==> src/rtl/mlaccel_qpi_pkg.sv <==
// Shared definitions for the mlaccel QPI device-side link layer:
// FSM state encoding, fill byte default and the command opcodes seen upstream.
package mlaccel_qpi_pkg;

  typedef enum logic [2:0] {
    ST_IDLE      = 3'd0,
    ST_RX_HI     = 3'd1,
    ST_RX_LO     = 3'd2,
    ST_TURN_FALL = 3'd3,
    ST_TURN_RISE = 3'd4,
    ST_TX_HI     = 3'd5,
    ST_TX_LO     = 3'd6
  } qpi_state_t;

  localparam logic [7:0] QPI_TX_FILL_DEFAULT  = 8'hFF;
  localparam int         QPI_SYNC_LEN_DEFAULT = 2;

  localparam logic [7:0] QPI_CMD_WRITE  = 8'h21;
  localparam logic [7:0] QPI_CMD_READ   = 8'h22;
  localparam logic [7:0] QPI_CMD_POLL   = 8'h23;
  localparam logic [7:0] QPI_CMD_STATUS = 8'h24;

endpackage

==> src/rtl/mlaccel_qpi_sync.sv <==
// Pad synchroniser for csb/clk/io plus registered edge detection; the data nibble
// is taken from the same stage the clk edge is detected on so both stay aligned.
module mlaccel_qpi_sync #(
  parameter int SYNC_LEN = 2
) (
  input  logic       clock,
  input  logic       reset,
  input  logic       qpi_csb,
  input  logic       qpi_clk,
  input  logic [3:0] qpi_io_di,
  output logic       csb_s,
  output logic       csb_rise,
  output logic       csb_fall,
  output logic       clk_fall,
  output logic       clk_rise,
  output logic [3:0] io_s
);

  // Idle bus: csb and clk high, so reset never produces a spurious edge.
  localparam logic [5:0] PADS_IDLE = 6'b11_0000;

  logic [5:0] stage_r [SYNC_LEN];
  logic [1:0] prev_r;
  logic [5:0] last_s;

  assign last_s = stage_r[SYNC_LEN-1];

  // Synchroniser chain and the extra flop used for edge comparison
  always_ff @(posedge clock or posedge reset) begin
    if (reset) begin
      for (int i = 0; i < SYNC_LEN; i++) stage_r[i] <= PADS_IDLE;
      prev_r <= PADS_IDLE[5:4];
    end else begin
      stage_r[0] <= {qpi_csb, qpi_clk, qpi_io_di};
      for (int i = 1; i < SYNC_LEN; i++) stage_r[i] <= stage_r[i-1];
      prev_r <= last_s[5:4];
    end
  end

  // Registered edge strobes and the matching data nibble
  always_ff @(posedge clock or posedge reset) begin
    if (reset) begin
      csb_s    <= 1'b1;
      csb_rise <= 1'b0;
      csb_fall <= 1'b0;
      clk_rise <= 1'b0;
      clk_fall <= 1'b0;
      io_s     <= 4'h0;
    end else begin
      csb_s    <= last_s[5];
      csb_rise <= last_s[5] & ~prev_r[1];
      csb_fall <= ~last_s[5] & prev_r[1];
      clk_rise <= last_s[4] & ~prev_r[0];
      clk_fall <= ~last_s[4] & prev_r[0];
      io_s     <= last_s[3:0];
    end
  end

endmodule

==> src/rtl/mlaccel_qpi_slave.sv <==
// QPI responder: deserialises host nibble pairs into bytes, turns the bus around on
// request and serialises response bytes, with tristate control and error flagging.
module mlaccel_qpi_slave
  import mlaccel_qpi_pkg::*;
#(
  parameter logic [7:0] TX_FILL  = QPI_TX_FILL_DEFAULT,
  parameter int         SYNC_LEN = QPI_SYNC_LEN_DEFAULT
) (
  input  logic       clock,
  input  logic       reset,
  input  logic       qpi_csb,
  input  logic       qpi_clk,
  input  logic [3:0] qpi_io_di,
  output logic [3:0] qpi_io_do,
  output logic       qpi_io_oe,
  output logic       qpi_rdy,
  output logic       qpi_err,
  input  logic       core_busy,
  output logic [7:0] rx_data,
  output logic       rx_valid,
  output logic       rx_first,
  input  logic       tx_start,
  input  logic [7:0] tx_data,
  input  logic       tx_valid,
  output logic       tx_ready
);

  qpi_state_t state_r, state_s;
  logic       csb_s, csb_rise, csb_fall, clk_fall, clk_rise;
  logic [3:0] io_s;
  logic       fall_s, rise_s;
  logic [7:0] tx_byte_s;
  logic [3:0] hi_nib_r, hi_nib_s, tx_lo_r, tx_lo_s, do_s;
  logic       first_r, first_s, oe_s, err_s, rdy_s;
  logic [7:0] rx_data_s;
  logic       rx_valid_s, rx_first_s, tx_ready_s;

  mlaccel_qpi_sync #(.SYNC_LEN(SYNC_LEN)) u_sync (
    .clock     (clock),
    .reset     (reset),
    .qpi_csb   (qpi_csb),
    .qpi_clk   (qpi_clk),
    .qpi_io_di (qpi_io_di),
    .csb_s     (csb_s),
    .csb_rise  (csb_rise),
    .csb_fall  (csb_fall),
    .clk_fall  (clk_fall),
    .clk_rise  (clk_rise),
    .io_s      (io_s)
  );

  // Clock edges only count while the host holds the device selected.
  assign fall_s    = clk_fall & ~csb_s;
  assign rise_s    = clk_rise & ~csb_s;
  assign tx_byte_s = tx_valid ? tx_data : TX_FILL;

  // State register
  always_ff @(posedge clock or posedge reset) begin
    if (reset) state_r <= ST_IDLE;
    else       state_r <= state_s;
  end

  // Next-state logic; a CSB release overrides any edge or request in the same cycle
  always_comb begin
    state_s = state_r;
    if (csb_rise) begin
      state_s = ST_IDLE;
    end else begin
      case (state_r)
        ST_IDLE:      state_s = csb_fall ? ST_RX_HI : ST_IDLE;
        ST_RX_HI:     state_s = tx_start ? ST_TURN_FALL : (fall_s ? ST_RX_LO : ST_RX_HI);
        ST_RX_LO:     state_s = rise_s ? ST_RX_HI : ST_RX_LO;
        ST_TURN_FALL: state_s = fall_s ? ST_TURN_RISE : ST_TURN_FALL;
        ST_TURN_RISE: state_s = rise_s ? ST_TX_HI : ST_TURN_RISE;
        ST_TX_HI:     state_s = fall_s ? ST_TX_LO : ST_TX_HI;
        ST_TX_LO:     state_s = rise_s ? ST_TX_HI : ST_TX_LO;
        default:      state_s = ST_IDLE;
      endcase
    end
  end

  // Output and datapath next values
  always_comb begin
    do_s       = qpi_io_do;
    oe_s       = qpi_io_oe;
    rx_data_s  = rx_data;
    rx_valid_s = 1'b0;
    rx_first_s = 1'b0;
    tx_ready_s = 1'b0;
    hi_nib_s   = hi_nib_r;
    tx_lo_s    = tx_lo_r;
    first_s    = first_r;
    err_s      = qpi_err;
    rdy_s      = ~core_busy & (state_r == ST_IDLE);
    if (csb_rise) begin
      oe_s  = 1'b0;
      err_s = qpi_err | (state_r == ST_RX_LO);
    end else begin
      if (tx_start && (state_r != ST_RX_HI)) err_s = 1'b1;
      else if ((state_r == ST_IDLE) && csb_fall) err_s = 1'b0;
      else err_s = qpi_err;
      case (state_r)
        ST_IDLE:  first_s  = csb_fall ? 1'b1 : first_r;
        ST_RX_HI: hi_nib_s = (fall_s && !tx_start) ? io_s : hi_nib_r;
        ST_RX_LO: begin
          if (rise_s) begin
            rx_data_s  = {hi_nib_r, io_s};
            rx_valid_s = 1'b1;
            rx_first_s = first_r;
            first_s    = 1'b0;
          end else begin
            rx_valid_s = 1'b0;
          end
        end
        ST_TURN_RISE, ST_TX_LO: begin
          // High nibble is driven right after the rise, a half-period before the host samples it.
          if (rise_s) begin
            oe_s       = 1'b1;
            do_s       = tx_byte_s[7:4];
            tx_lo_s    = tx_byte_s[3:0];
            tx_ready_s = tx_valid;
          end else begin
            tx_ready_s = 1'b0;
          end
        end
        ST_TX_HI: do_s = fall_s ? tx_lo_r : qpi_io_do;
        default:  oe_s = qpi_io_oe;
      endcase
    end
  end

  // Output and datapath registers; reset releases the bus immediately
  always_ff @(posedge clock or posedge reset) begin
    if (reset) begin
      qpi_io_do <= 4'h0;
      qpi_io_oe <= 1'b0;
      qpi_rdy   <= 1'b0;
      qpi_err   <= 1'b0;
      rx_data   <= 8'h00;
      rx_valid  <= 1'b0;
      rx_first  <= 1'b0;
      tx_ready  <= 1'b0;
      hi_nib_r  <= 4'h0;
      tx_lo_r   <= 4'h0;
      first_r   <= 1'b0;
    end else begin
      qpi_io_do <= do_s;
      qpi_io_oe <= oe_s;
      qpi_rdy   <= rdy_s;
      qpi_err   <= err_s;
      rx_data   <= rx_data_s;
      rx_valid  <= rx_valid_s;
      rx_first  <= rx_first_s;
      tx_ready  <= tx_ready_s;
      hi_nib_r  <= hi_nib_s;
      tx_lo_r   <= tx_lo_s;
      first_r   <= first_s;
    end
  end

endmodule

==> config.mk <==
export PLATFORM = sky130hd
export DESIGN_NAME = mlaccel_qpi_slave
export DESIGN_NICKNAME = d
export VERILOG_FILES = /design/src/rtl/mlaccel_qpi_pkg.sv /design/src/rtl/mlaccel_qpi_sync.sv /design/src/rtl/mlaccel_qpi_slave.sv
export SDC_FILE = /design/constraint.sdc
export NUM_CORES = 1
export LEC_CHECK = 0
export ABC_AREA = 0
export BUFFER_PORTS_ARGS = -buffer_cell sky130_fd_sc_hd__clkbuf_2
export CORE_AREA = 2 2 79 58
export CTS_CLUSTER_SIZE = 24
export DETAILED_ROUTE_END_ITERATION = 8
export DIE_AREA = 0 0 81 60
export PLACE_DENSITY = 0.79
export REMOVE_ABC_BUFFERS = 1
export SLEW_MARGIN = 10
export SYNTH_ARGS = -nofsm -noshare
export SYNTH_HDL_FRONTEND = slang
export SYNTH_SLANG_ARGS = --single-unit
export TNS_END_PERCENT = 50
==> constraint.sdc <==
create_clock -name clock -period 5.1 [get_ports clock]
set_clock_uncertainty 0.05 [all_clocks]
set_input_delay 1.02 -clock clock [delete_from_list [all_inputs] [get_ports clock]]
set_output_delay 1.02 -clock clock [all_outputs]
set_load 0.05 [all_outputs]
==> flow_summary.ini <==
[sta]
min_period_ps = 2039
tightest_slew_ps = 1007
finalSetupViolations = 0
fin_crit_sh_pct = 39.98
finalHoldViolCount = 0
finalSetupTns_ps = 0
drv_slew = 0
max_freq_ghz = 0.4905
rsz0062_at_grt = no
relSlewSlack_pct = 32.79

[clock_tree]
clkTransAtPathRegs_ps = 90
cts_hold_buf = 0
htreeDepth = 2
cts_setup_buffers = 0
root_buffer = clkbuf_8
cts_tree = built
cts_inserted_buffers = 5
cts_buffer_depth = 2
cts_sinks = 52
cts_resized = 0
clk_latency_ps = 290

[synth]
synth_area_leaders = dfrtp_1 58%, dfstp_2 7.9%, mux2_1 6.8%
synthTopCellsByCount = 46 x dfrtp_1, 15 x nor2_1, 12 x mux2_1
yosysMostFrequentCell = dfrtp_1
synth_seq_cells = 52
netlist.area_leader.share_pct = 58.01
syn_area_per_cell_um2 = 13.41
yosys_warnings = 0
yosysTopAreaCell = dfrtp_1
ys_seq_area_share_pct = 65.95
synth_ff_type = dfrtp_1
synthArstFlopShare_pct = 100.0
synthCells = 148
yosysUniqueCellTypes = 33
syn_area_mm2 = 0.001984
synth-edff-count = 0

[global_route]
grt_pass1_wl_um = 4988
track_usage_pct = 14.10
grt_max_degree = 53
antenna_found_initial = 0
grt_pass1_vias = 1055
gr-total-overflow = 0

[setup_path]
cpLargestDelayFamily = flip-flops
end_kind = output port
crit_type = register to output port
reg2reg_depth = 3
r2r_setup_slack_ps = 3270
crit_path_cell_trace = clkbuf_2
timing.rr.end = rx_data[1]
critical_path_arrival_ps = 970
r2r-start = state_r[0]
cpMaxStageDelayCell = dfrtp_1
worstPathRequired_ps = 4030
setup.worst_path.start_class = register
timing.critical_path.fanout_max = 3
max_stage_delay_ps = 380
path_buf_inv = 1

[floorplanning]
die_y_um = 60
fp.dieW_um = 81
rows = 20
io_pins = 37
die_area_mm2 = 0.004860
start_util_pct = 47.77
core_area_mm2 = 0.004154

[layout]
antenna-diode-count = 0
stdcell_count = 241
finalInstanceArea_mm2 = 0.002290
nNetsFinal = 204
syn_to_final_growth_pct = 15.38
layout-drive-gt1-share_pct = 34.95

[detailed_routing]
via_per_inst = 4.747
drtIter0Drc = 59
via_count = 1144
drc = 0
routed_wl_um = 2986
firstDrtPassIters = 4
ant_nets = 0
wire_per_inst_um = 12.39

[pwr]
power.internal_mw = 0.7304
seqPwrFrac_pct = 49.3
p_sw_mw = 0.4271
pwr-share-comb_pct = 30.4
switching_share_pct = 36.90
p_clk_share_pct = 20.3
p_per_area_mw_per_mm2 = 505.5
ir_worst_vdd_v = 0.0002782
p_leak_nw = 1.117

[hold_path]
hp-start = u_sync.last_s[3]
whs_endpoint = u_sync.io_s[3]
hold_class = register to register
min_path_cells = 0

[placement]
postPlaceCellArea_mm2 = 0.002196
place_inst = 233
port_buffers = 36
dp_hpwl_um = 2076
gp_congestion = 0.7499

[status]
status = completed

[job]
maxCapViolations = 0
-- through the flow --
| step | util [%] | hold WS, ps | setup WS [ps] | total power [mW] |
|---|---|---|---|---|
| 2_1_floorplan | - | 281.2 | 2782 | 0.8461 |
| 3_3_place_gp | 52.86 | 282.3 | 3073 | 0.9241 |
| 3_5_place_dp | 52.86 | 284.7 | 3031 | 0.9343 |
| 4_1_cts | 55.12 | 305.1 | 3044 | 1.171 |
| 5_1_grt | 55.12 | 311.7 | 2999 | 1.226 |
| 6_report | 55.12 | 304.3 | 3061 | 1.157 |
-- power by group through the flow --
| stage | combinational (mW) | sequential (mW) | clock (mW) |
|---|---|---|---|
| 2_1_floorplan | 0.139 | 0.707 | 0 |
| 3_3_place_gp | 0.347 | 0.577 | 0 |
| 3_5_place_dp | 0.355 | 0.579 | 0 |
| 4_1_cts | 0.356 | 0.571 | 0.244 |
| 5_1_grt | 0.378 | 0.585 | 0.262 |
| 6_report | 0.352 | 0.570 | 0.235 |
-- metal layers --
layer / part of all wire, % / vias up / track usage (%) / routed length [µm]
li1: - / 569 / - / -
met1: 49 / 547 / 19.50 / 1454
met2: 45 / 23 / 20.43 / 1341
met3: 4.7 / 5 / 4.532 / 139
met4: 1.7 / 0 / 6.538 / 50
met5: 0 / - / 0 / 0
-- state kept, by name, indices dropped and copies added, names as in the netlist, 3 cells and up --
signal,count
hi_nib_r,4
u_sync.io_s,4
qpi_io_do,4
u_sync.stage_r,6
rx_data,8
tx_lo_r,4
u_sync.last_s,6
state_r,3
-- logic make-up after synthesis --
family	after synthesis	synth area share, %
flip-flops	52	65.95
AND/OR/NAND/NOR	47	12.61
multiplexers	20	12.67
AO/OA/AOI/OAI	19	6.116
buffers and inverters	10	2.648
-- area by class of cell --
class	count	area (µm²)
clock inverter	1	7.507
fill	387	1864
multi-input combinational	86	623.1
tap	55	68.82
clock buffer	7	86.33
inverter	4	15.01
sequential	52	1309
timing repair buffer	36	180.2
-- placed cells by master, fill, tap and decap left out, types with 2 or more instances in the layout --
cell type,netlist,layout
dfrtp_1,46,46
clkbuf_2,0,36
nor2_1,15,15
mux2_1,12,12
nand2b_1,7,7
mux2_4,7,7
nand2_1,7,7
nor2b_1,6,6
a21oi_1,6,6
clkbuf_8,0,6
dfstp_2,6,6
o21ai_1,5,5
inv_1,4,3
a31oi_1,2,2
nor3_1,2,2
nand3_1,2,2
-- worst max path at each step --
stage	startpoint	end	slack, ps	cells past startpoint
after floorplan	reset	first_r	2780	1
after global placement	reset	state_r[2]	3070	2
after detailed placement	tx_start	hi_nib_r[1]	3030	4
after CTS	qpi_err	qpi_err	3040	1
after global routing	qpi_err	qpi_err	3000	1
final	qpi_err	qpi_err	3060	1
(Power assumes the default switching activity.)
